**src/rtl/lc3b_types.sv**
```systemverilog
// Shared LC-3b pipeline types: register index, forwarding select and hazard FSM states.
package lc3b_types;

  typedef logic [2:0] lc3b_reg;

  localparam int LC3B_NUM_STAGES = 2;
  localparam int LC3B_SEL_W      = $clog2(LC3B_NUM_STAGES + 1);

  typedef logic [LC3B_SEL_W-1:0] lc3b_fwd_sel;

  typedef enum logic [1:0] {
    RUN     = 2'd0,
    WAIT    = 2'd1,
    RELEASE = 2'd2
  } fwd_fsm_t;

  localparam int FWD_SEL_REGFILE = 0;

endpackage

```
**src/rtl/fwd_src_match.sv**
```systemverilog
// One source operand against every downstream stage: youngest-match select, zero latency.
// No flow control; purely combinational.
module fwd_src_match
  import lc3b_types::*;
#(
  parameter int NUM_STAGES = 2,
  parameter int REG_W      = 3,
  parameter int SEL_W      = $clog2(NUM_STAGES + 1)
) (
  input  logic [REG_W-1:0]            src_reg,
  input  logic                        src_used,
  input  logic [NUM_STAGES*REG_W-1:0] stage_dest,
  input  logic [NUM_STAGES-1:0]       stage_write,
  output logic [SEL_W-1:0]            sel,
  output logic                        sel_is_s1
);

  // Walk oldest to youngest so the youngest matching stage overwrites older ones.
  always_comb begin
    sel = SEL_W'(FWD_SEL_REGFILE);
    for (int k = NUM_STAGES - 1; k >= 0; k--) begin
      if (src_used && stage_write[k] &&
          (src_reg == stage_dest[k*REG_W +: REG_W])) begin
        sel = SEL_W'(k + 1);
      end
    end
    sel_is_s1 = (sel == SEL_W'(1));
  end

endmodule

```
**src/rtl/forward_hazard_unit.sv**
```systemverilog
// EX-stage forwarding selects plus load-use stall FSM and watchdog; optional perf counters (FWD_PERF_CNT_EN).
// Selects are zero-latency; stall holds the front end until mem_resp, watchdog flags long waits.
module forward_hazard_unit
  import lc3b_types::*;
#(
  parameter int NUM_SRC    = 3,
  parameter int NUM_STAGES = 2,
  parameter int REG_W      = 3,
  parameter int SEL_W      = $clog2(NUM_STAGES + 1),
  parameter int TIMEOUT    = 64
) (
  input  logic                        clk,
  input  logic                        reset_n,
  input  logic [NUM_SRC*REG_W-1:0]    src_reg,
  input  logic [NUM_SRC-1:0]          src_used,
  input  logic                        ex_valid,
  input  logic [NUM_STAGES*REG_W-1:0] stage_dest,
  input  logic [NUM_STAGES-1:0]       stage_write,
  input  logic [NUM_STAGES-1:0]       stage_is_load,
  input  logic                        mem_resp,
  output logic [NUM_SRC*SEL_W-1:0]    fwd_sel,
  output logic                        stall,
  output logic                        bubble,
  output logic                        hazard_timeout,
  output logic [31:0]                 perf_fwd_cnt,
  output logic [31:0]                 perf_stall_cnt
);

  localparam int          WD_W   = $clog2(TIMEOUT + 1);
  localparam logic [WD_W-1:0] WD_MAX = WD_W'(TIMEOUT - 1);

  logic [NUM_SRC-1:0] src_is_s1;
  logic               hazard;
  logic               unused_load_hi;

  fwd_fsm_t        state_q, state_d;
  logic [WD_W-1:0] wd_q, wd_d;
  logic            timeout_q, timeout_d;

  for (genvar i = 0; i < NUM_SRC; i++) begin : g_src
    fwd_src_match #(
      .NUM_STAGES (NUM_STAGES),
      .REG_W      (REG_W),
      .SEL_W      (SEL_W)
    ) u_match (
      .src_reg     (src_reg[i*REG_W +: REG_W]),
      .src_used    (src_used[i]),
      .stage_dest  (stage_dest),
      .stage_write (stage_write),
      .sel         (fwd_sel[i*SEL_W +: SEL_W]),
      .sel_is_s1   (src_is_s1[i])
    );
  end

  // Loads in stage 2 or older already have data, so only the stage-1 flag matters.
  assign unused_load_hi = ^stage_is_load;
  assign hazard         = ex_valid && (|src_is_s1) && stage_is_load[0];

  always_comb begin
    state_d   = state_q;
    wd_d      = wd_q;
    timeout_d = timeout_q;
    stall     = 1'b0;
    bubble    = 1'b0;
    unique case (state_q)
      RUN: begin
        wd_d = '0;
        if (hazard) begin
          stall   = 1'b1;
          bubble  = 1'b1;
          state_d = mem_resp ? RELEASE : WAIT;
        end
      end
      WAIT: begin
        stall  = 1'b1;
        bubble = 1'b1;
        if (wd_q != WD_MAX) begin
          wd_d = wd_q + WD_W'(1);
        end else begin
          timeout_d = 1'b1;
        end
        if (mem_resp) begin
          state_d = RELEASE;
        end
      end
      RELEASE: begin
        // A new hazard seen here is picked up by RUN on the following cycle.
        wd_d    = '0;
        state_d = RUN;
      end
      default: begin
        state_d = RUN;
      end
    endcase
  end

  always_ff @(posedge clk or negedge reset_n) begin
    if (!reset_n) begin
      state_q   <= RUN;
      wd_q      <= '0;
      timeout_q <= 1'b0;
    end else begin
      state_q   <= state_d;
      wd_q      <= wd_d;
      timeout_q <= timeout_d;
    end
  end

  assign hazard_timeout = timeout_q;

`ifdef FWD_PERF_CNT_EN
  logic [31:0] perf_fwd_q, perf_fwd_d;
  logic [31:0] perf_stall_q, perf_stall_d;
  logic [31:0] fwd_events;

  always_comb begin
    fwd_events = '0;
    for (int i = 0; i < NUM_SRC; i++) begin
      if (ex_valid && !stall &&
          (fwd_sel[i*SEL_W +: SEL_W] != SEL_W'(FWD_SEL_REGFILE))) begin
        fwd_events = fwd_events + 32'd1;
      end
    end
    perf_fwd_d   = perf_fwd_q + fwd_events;
    perf_stall_d = perf_stall_q + {31'd0, stall};
  end

  always_ff @(posedge clk or negedge reset_n) begin
    if (!reset_n) begin
      perf_fwd_q   <= '0;
      perf_stall_q <= '0;
    end else begin
      perf_fwd_q   <= perf_fwd_d;
      perf_stall_q <= perf_stall_d;
    end
  end

  assign perf_fwd_cnt   = perf_fwd_q;
  assign perf_stall_cnt = perf_stall_q;
`else
  assign perf_fwd_cnt   = '0;
  assign perf_stall_cnt = '0;
`endif

endmodule
```
**config.mk**
```make
export PLATFORM = sky130hd
export DESIGN_NAME = forward_hazard_unit
export DESIGN_NICKNAME = d
export VERILOG_FILES = /design/src/rtl/lc3b_types.sv /design/src/rtl/fwd_src_match.sv /design/src/rtl/forward_hazard_unit.sv
export SDC_FILE = /design/constraint.sdc
export NUM_CORES = 1
export LEC_CHECK = 0
export CAP_MARGIN = 20
export CORE_ASPECT_RATIO = 1.4
export CORE_MARGIN = 4
export CORE_UTILIZATION = 31
export CTS_CLUSTER_DIAMETER = 200
export DETAILED_ROUTE_END_ITERATION = 16
export PLACE_DENSITY = 0.86
export SLEW_MARGIN = 10
export SYNTH_ARGS = -nofsm -noshare
export SYNTH_HDL_FRONTEND = slang
export SYNTH_HIERARCHICAL = 1
export SYNTH_SLANG_ARGS = --single-unit
```
**constraint.sdc**
```tcl
create_clock -name clk -period 1.7 [get_ports clk]
set_clock_uncertainty 0.15 [all_clocks]
set_input_delay 0.34 -clock clk [delete_from_list [all_inputs] [get_ports clk]]
set_output_delay 0.34 -clock clk [all_outputs]
set_load 0.02 [all_outputs]
```
== Word-level counts from Yosys, hierarchy flattened ==
Index checks and enable logic that the tools add are counted.

* Input port bits: 26
* Flip-flop bits (word level): 10
* Word-level logic and storage cells: 55
* Output and inout bits: 73

* Bitwise operators: 1
* $add $sub $neg: 1
* Muxes and demuxes: 14
* Reduce and logical (&&, ||, !) cells: 21
* Equality and inequality tests: 15

{| class="wikitable"
|+ Operators by type and width
! cell !! number
|-
| 3-bit equality test || 6
|-
| 2-bit two-way mux || 9
|-
| 1-bit logical AND || 14
|-
| 7-bit one-hot mux with 2 select lines || 1
|-
| 2-bit by 1-bit equality test with 1-bit output, second input constant || 4
|-
| 7-bit by 1-bit adder with 7-bit output, second input constant || 1
|-
| 7-bit two-way mux || 1
|-
| 7-bit by 6-bit inequality test with 1-bit output, second input constant || 1
|-
| 2-bit inequality test, second input constant || 3
|-
| 2-bit AND reduction || 3
|-
| 2-bit one-hot mux with 2 select lines || 1
|-
| 3-bit OR reduction || 1
|-
| 2-bit equality test, second input constant || 1
|-
| 2-bit logical NOT || 1
|-
| 1-bit one-hot mux with 2 select lines || 1
|-
| 2-bit nonzero test || 1
|-
| 2-bit OR reduction || 1
|-
| 1-bit two-way mux || 1
|-
| 1-bit inverter || 1
|}

== Depth between registers and ports, before layout ==
Gate-level depths: netlist of run 1.

* Word-level depth: 10
* Depth in mapped cells: 5
* Mapped depth without buffers: 5

== Cells and area by module ==
The synthesis of run 1 kept the hierarchy.

{| class="wikitable"
|+ By module, submodules not included
! module !! area an instance (sq um) !! times used !! cells an instance
|-
| forward_hazard_unit || 1,019.7 || 1 || 111
|-
| fwd_src_match || 92.6 || 3 || 11
|}

== Least setup slack after synthesis of run 1 ==
OpenSTA, ideal clock, no wires.

* Kind: input-to-output
* Start point: in src_reg[5]
* End point: out stall
* Data arrival time: 1.610 ns
* Setup slack: -0.400 ns
* Stages on the path: 5
* Path buffers: 1
* Cell sequence: xor2_1 nor4_1 o311ai_0 a21oi_1 buf_4

* Word-level cells in the longest chain between the ends: 10
* Elaborated cells between the ends (all ways): 12
* Those cells by class: 3 x eq/ne; 4 x mux; 5 x reduce/logical

{| class="wikitable"
|+ RTL lines
! what !! RTL line !! source
|-
| start: declaration || forward_hazard_unit.sv:14 || <nowiki>input logic [NUM_SRC*REG_W-1:0] src_reg,</nowiki>
|-
| 3-bit equality test || fwd_src_match.sv:23 || <nowiki>(src_reg == stage_dest[k*REG_W +: REG_W])) begin</nowiki>
|-
| 1-bit logical AND || fwd_src_match.sv:22 || <nowiki>if (src_used && stage_write[k] &&</nowiki>
|-
| 2-bit two-way mux || fwd_src_match.sv:22 ||
|-
| 2-bit two-way mux * || fwd_src_match.sv:22 ||
|-
| 2-bit by 1-bit equality test with 1-bit output * || fwd_src_match.sv:27 || <nowiki>sel_is_s1 = (sel == SEL_W'(1));</nowiki>
|-
| named net src_is_s1[1] || forward_hazard_unit.sv:32 || <nowiki>logic [NUM_SRC-1:0] src_is_s1;</nowiki>
|-
| 3-bit OR reduction * || forward_hazard_unit.sv:57 || <nowiki>assign hazard = ex_valid && (|src_is_s1) && stage_is_load[0];</nowiki>
|-
| 1-bit logical AND * (2 in series) || forward_hazard_unit.sv:57 ||
|-
| 1-bit two-way mux * || - ||
|-
| 1-bit one-hot mux with 2 select lines * || - ||
|-
| end: declaration || forward_hazard_unit.sv:22 || <nowiki>output logic stall,</nowiki>
|}

The timed path passes the listed nets; every way through them passes the cells marked *.

== Worst setup path in the final report of run 1 ==
* Start point: in src_used[2]
* End point: out stall

* Word-level cells in the longest chain between the ends: 10
* Elaborated cells between the ends (all ways): 12
* Those cells by class: 1 x eq/ne; 4 x mux; 7 x reduce/logical

{| class="wikitable"
|+ RTL lines
! what !! RTL line !! source
|-
| start: declaration || forward_hazard_unit.sv:15 || <nowiki>input logic [NUM_SRC-1:0] src_used,</nowiki>
|-
| 1-bit logical AND (2 in series) || fwd_src_match.sv:22 ||
|-
| 2-bit two-way mux || fwd_src_match.sv:22 ||
|-
| 2-bit two-way mux * || fwd_src_match.sv:22 ||
|-
| 2-bit by 1-bit equality test with 1-bit output * || fwd_src_match.sv:27 ||
|-
| named net src_is_s1[2] || forward_hazard_unit.sv:32 ||
|-
| 3-bit OR reduction * || forward_hazard_unit.sv:57 ||
|-
| 1-bit logical AND * (2 in series) || forward_hazard_unit.sv:57 ||
|-
| 1-bit two-way mux * || forward_hazard_unit.sv:68 || <nowiki>if (hazard) begin</nowiki>
|-
| 1-bit one-hot mux with 2 select lines * || forward_hazard_unit.sv:65 || <nowiki>unique case (state_q)</nowiki>
|}

Marks and branches as above.

==> reports/metrics.csv, run 1 <==
metric;value;unit
Lkg Pwr;0.9114;nW
GRT Residual Overflow;0;
TritonCTS Buffers;3;
RSZ-0062 raised after global routing;yes;
pre-CTS setup slack;-1303;ps
simple-gate share of the synthesized area;18.13;%
die outline area;0.005299;mm2
Placed Instance Area;0.001584;mm2
antenna cells;0;
H-tree levels;1;
Finished Cell Area;0.001836;mm2
Hold Vio Cnt, Final;0;
Post-synth EDFFs;0;
die width;62.68;um
VDD IR max;0.1908;mV
Tot Pwr;887.4;uW
sequential standard cell area;250.2;um2
max_cap viols;0;
yosys warns;6;
Yosys top cell by area;buf_4;
post-synthesis adder-cell area fraction;0.9643;%
CTS tree;yes;
critical path type;input port to output port;
# clock sinks;10;
Avg WL per Cell;12.74;um
outcome;finished, violations left;
CP arrival;1470;ps
Vias/cell;4.126;
vias in the first global route;1011;
Worst R2R End;wd_q[1]$_DFFE_PN0P_;
utilization after layout;46.05;%
GP Congestion;0.7887;
WP buf/inv;2;
CP Depth;6;
antenna violations before repair;0;
fillers;365;
CP Max Fanout;3;
row cnt;27;
slowest stage delay, CP;270;ps
crit start category;input port;
sequential power share;27.3;%
final net count;232;
share of Yosys cell area claimed by the top area cell type;38.19;%
worst path cell trace;dlygate4sd2_1 > nand2_2 > nor4_4 > o311ai_2 > a21oi_2 > buf_4;
Area contributors post-synth;buf_4, dfrtp_1, xor2_1;
Power Internal;541.3;uW
global-route wire length before repair;4.374;mm
Layout area overhead;41.47;%
failing checks;setup timing;
share of synthesized area spent on multiplexers;1.543;%
Cell Count, Final, Fillers Out;246;
P per Cell Area;483.5;mW/mm2
largest net degree at the start of global routing;11;
DR DRC count;0;
Port Buffers;33;
setup TNS;-1340;ps
crit share post-route;115.1;%
maximum clock path buffer count;2;
Placed Instances;237;
ANT nets after route;0;
sw frac;39.00;%
endpoints failing setup;8;
xor/xnor cell area share of the yosys netlist;12.15;%
Synth top cells by count;buf_4, xor2_1, dfrtp_1;
Reg clk slew, reported paths;50;ps
first-pass iteration count of the detailed router;4;
Netlist Area Pre-Place;0.001297;mm2
Crit Reg-Reg Startpoint;wd_q[0]$_DFFE_PN0P_;
worst reg-to-reg setup slack;140;ps
worst-skew pair later-pin latency;230;ps
# IOs;99;
worst path required time;1210;ps
CP max-delay cell;nor4_4;
Hold WC Path Type;input port to async pin;
Root Buffer;clkbuf_8;
Max Freq;511.2;MHz
Clock power frac;27.3;%
cell count after synthesis;144;
largest family of logic cells by synthesized area;buffers and inverters;
R2R depth;4;
Net Sw Power;346.1;uW
count leader, synth;buf_4;
Synth Area in Compound Gates;8.582;%
delay-heaviest family, CP;buffers and inverters;
syn_area_per_cell;9.010;um2
Slew Viols, Final;0;
Netlist cell types;30;
final hold slack;274.6;ps
combinational power share;45.4;%
Post-Route WL;3.135;mm
worst setup margin;-256.1;ps
register bit total from synthesis;10;
Seq/Total Area, Yosys;19.29;%
Total Routing Usage GR;10.38;%
core area;0.003986;mm2
post-layout min period;1956;ps
endpoint type of the worst setup path;output port;
Synth Flop Type;dfrtp_1;
Async S/R FF share, synth;100.0;%
Die H;84.55;um
proportion of layout cells with a drive suffix above 1;42.36;%
initial drt markers;74;
final HPWL from detailed placement;2.507;mm
routed vias;1015;
Multi-input gate area;967.2;um2
initial core utilization;32.55;%
registers in the layout, indices dropped and copies added, names as in the netlist:
name            flops
state_q             2
wd_q                7
hazard_timeout      1
worst reg2reg max path: stages (launching register included):
cell     delay, ps
dfrtp_1        430
ha_1           270
and3b_4        220
a21oi_2        200
mux2i_1        210
layout make-up:
class / instances / share of cell area, %
clock buffer: 3 / 2.249
timing repair buffer: 59 / 27.88
tap: 43 / 2.931
inverter: 3 / 0.6135
sequential: 10 / 13.63
multi-input combinational: 128 / 52.69
what timing repair did:
item,in CTS,in global routing
setup endpoints to repair,10,8
pin swaps,23,3
setup buffers,5,1
gates resized for setup,144,7
hold buffers,0,0
routing by layer:
layer	up-vias	track usage (%)	routed length (um)
met5	-	0	0
met4	0	4.217	84
met3	9	2.544	303
met2	68	22.04	1862
met1	474	8.735	885
li1	464	-	-
power by group through the flow:
stage | logic (mW) | clock network (mW) | registers, mW
floorplan | 0.305 | 0 | 0.246
detailed placement | 0.330 | 0 | 0.246
global route | 0.427 | 0.261 | 0.242
finish | 0.403 | 0.242 | 0.242
global placement | 0.325 | 0 | 0.246
CTS | 0.378 | 0.245 | 0.242
logic make-up after synthesis:
group,Yosys count
AOI/OAI and AO/OA,13
xor gates and xnor gates,18
adders and majority gates,1
buffers and inverters,69
DFF,10
muxes,2
other,1
and+or+nand+nor,30
how the worst max path moves through the flow:
stage                  start      to  slack (ps)
5_1_grt        stage_dest[2]   stall        -350
4_1_cts           src_reg[6]   stall        -270
3_5_place_dp   stage_dest[0]   stall       -1300
6_report         src_used[2]   stall        -260
2_1_floorplan  stage_dest[0]   stall        -200
3_3_place_gp   stage_dest[0]  bubble       -1260
cell usage in the layout, fill, tap and decap left out, types with 2 or more instances in the layout:
cell / n
xnor2_1: 2
clkbuf_8: 3
nand2_2: 4
a211oi_2: 2
xor2_2: 6
dlygate4sd2_1: 5
inv_1: 3
o311ai_2: 2
buf_6: 6
a21oi_1: 2
conb_1: 64
clkdlybuf4s50_1: 5
a21oi_2: 2
o21ai_0: 2
buf_2: 6
mux2i_1: 2
clkdlybuf4s15_2: 2
xor2_4: 3
buf_4: 31
nand3_1: 3
nand2_1: 5
nor4_4: 5
buf_12: 2
nor2b_1: 2
xor2_1: 6
nor4_2: 4
dfrtp_1: 10
Note: power is estimated with default switching activity, not from simulation.
==> run 2, diff against run 1 <==
--- a/config.mk
+++ b/config.mk
@@ -11,6 +11,7 @@
 export CORE_UTILIZATION = 31
 export CTS_CLUSTER_DIAMETER = 200
 export DETAILED_ROUTE_END_ITERATION = 16
+export GPL_ROUTABILITY_DRIVEN = 0
 export PLACE_DENSITY = 0.86
 export SLEW_MARGIN = 10
 export SYNTH_ARGS = -nofsm -noshare
==> results of run 2 <==
Same layout as run 1: the final DEF is identical, and so are final timing and power.
==> run 3, diff against run 2 <==
--- a/config.mk
+++ b/config.mk
@@ -12,6 +12,7 @@
 export CTS_CLUSTER_DIAMETER = 200
 export DETAILED_ROUTE_END_ITERATION = 16
 export GPL_ROUTABILITY_DRIVEN = 0
+export MAX_ROUTING_LAYER = met4
 export PLACE_DENSITY = 0.86
 export SLEW_MARGIN = 10
 export SYNTH_ARGS = -nofsm -noshare
==> run 3 against run 2 <==
Compared with the run above:
- the run still ends with setup timing left
- die area unchanged
- final cell count unchanged
- routed wire length down 0.19%
- sequential power about the same
- design area unchanged
- via count down 0.89%
- maximum frequency about the same
- clock power about the same
- critical endpoint unchanged
- largest cell class unchanged
- highest routed layer unchanged
==> reports/metrics.csv, run 3 (synthesis gave the netlist of run 1 again) <==
metric;value;unit
die width;62.68;um
final net count;232;
most frequent cells in the layout;conb_1, buf_4, dfrtp_1;
Crit Reg-Reg Startpoint;wd_q[0]$_DFFE_PN0P_;
post-layout min period;1956;ps
P per Cell Area;483.5;mW/mm2
Total Routing Usage GR;10.69;%
Root Buffer;clkbuf_8;
endpoints failing setup;8;
H-tree levels;1;
endpoint type of the worst setup path;output port;
final HPWL from detailed placement;2.507;mm
# clock sinks;10;
crit share post-route;115.1;%
CTS tree;yes;
fillers;365;
slowest stage delay, CP;270;ps
pre-CTS setup slack;-1303;ps
core area;0.003986;mm2
worst reg-to-reg setup slack;140;ps
Worst R2R End;wd_q[1]$_DFFE_PN0P_;
GRT Residual Overflow;0;
first-pass iteration count of the detailed router;4;
Slew Viols, Final;0;
Top reg by flops;wd_q;
Vias/cell;4.089;
crit start category;input port;
Lkg Pwr;0.9114;nW
sequential standard cell area;250.2;um2
crit path from;src_used[2];
worst path required time;1210;ps
max reg flops;7;
WP buf/inv;2;
initial core utilization;32.55;%
antenna cells;0;
Multi-input gate area;967.2;um2
max_cap viols;0;
outcome;finished, violations left;
worst-skew pair later-pin latency;230;ps
maximum clock path buffer count;2;
initial drt markers;77;
# IOs;99;
Reg clk slew, reported paths;50;ps
RSZ-0062 raised after global routing;yes;
Max Freq;511.2;MHz
ANT nets after route;0;
worst setup margin;-256.1;ps
most common cell after layout, fill and taps aside;conb_1;
DR DRC count;0;
failing checks;setup timing;
vias in the first global route;1010;
Avg WL per Cell;12.72;um
Tot Pwr;887.5;uW
antenna violations before repair;0;
routed vias;1006;
Layout area overhead;41.47;%
delay-heaviest family, CP;buffers and inverters;
CP Depth;6;
R2R depth;4;
Port Buffers;33;
Post-Route WL;3.129;mm
global-route wire length before repair;4.381;mm
Critical Path End;stall;
CP arrival;1470;ps
proportion of layout cells with a drive suffix above 1;42.36;%
CP max-delay cell;nor4_4;
CP Max Fanout;3;
Hold WC Path Type;input port to async pin;
TritonCTS Buffers;3;
row cnt;27;
die outline area;0.005299;mm2
Die H;84.55;um
critical path type;input port to output port;
worst path cell trace;dlygate4sd2_1 > nand2_2 > nor4_4 > o311ai_2 > a21oi_2 > buf_4;
largest net degree at the start of global routing;11;
VDD IR max;0.1908;mV
Hold Vio Cnt, Final;0;
hold_buf cts;0;
==> run 3: area by class of cell <==
class,count,area share [%]
Clock buffer,3,2.249
Timing Repair Buffer,59,27.88
Multi-Input combinational cell,128,52.69
Sequential cell,10,13.63
Tap cell,43,2.931
Inverter,3,0.6135
==> run 3: power by group <==
part           internal, mW  total (mW)  switching, mW  leakage [nW]
Combinational         0.146       0.403          0.257         0.750
Clock                 0.155       0.242         0.0876        0.0216
Sequential            0.241       0.242        0.00170         0.140
==> run 3: how the worst min path moves through the flow <==
| stage | from | to | cells past startpoint |
|---|---|---|---|
| after floorplan | reset_n | hazard_timeout$_DFFE_PN0P_ | 0 |
| after global placement | hazard_timeout$_DFFE_PN0P_ | hazard_timeout$_DFFE_PN0P_ | 2 |
| after detailed placement | hazard_timeout$_DFFE_PN0P_ | hazard_timeout$_DFFE_PN0P_ | 2 |
| after CTS | reset_n | wd_q[0]$_DFFE_PN0P_ | 1 |
| after global routing | reset_n | wd_q[0]$_DFFE_PN0P_ | 1 |
| final | reset_n | wd_q[0]$_DFFE_PN0P_ | 1 |
==> run 3: through the flow <==
stage | hold slack, ps | util [%] | TNS (ps) | cells | cell area [um2]
after detailed placement | 307.7 | 39.74 | -10280 | 237 | 1584
final | 274.2 | 46.05 | -1339 | 246 | 1836
after global placement | 301.1 | 39.74 | -9968 | 237 | 1584
after floorplan | -105.6 | - | -445.6 | 207 | 1545
after global routing | 304.0 | 46.05 | -1936 | 246 | 1836
after CTS | 280.5 | 44.79 | -1295 | 245 | 1785
==> run 3: worst register-to-register path: stages, from the launching register on <==
cell and delay, ps:
dfrtp_1 430, ha_1 270, and3b_4 220, a21oi_2 200
mux2i_1 210
==> run 3: timing repair <==
| item | 4_1_cts | 5_1_grt |
|---|---|---|
| setup buffers | 5 | 1 |
| setup endpoints to repair | 10 | 8 |
| resized for setup | 144 | 7 |
| pin swaps | 23 | 3 |
==> run 3: routing by layer <==
layer  routed length, um  part of all wire [%]  track usage [%]  vias to the layer above
met2                1855                    59            22.04                       64
li1                    -                     -                -                      464
met4                  82                   2.6            4.217                        0
met3                 249                   8.0            2.008                        9
met1                 940                    30            9.061                      469
met5                   0                     0                -                        -
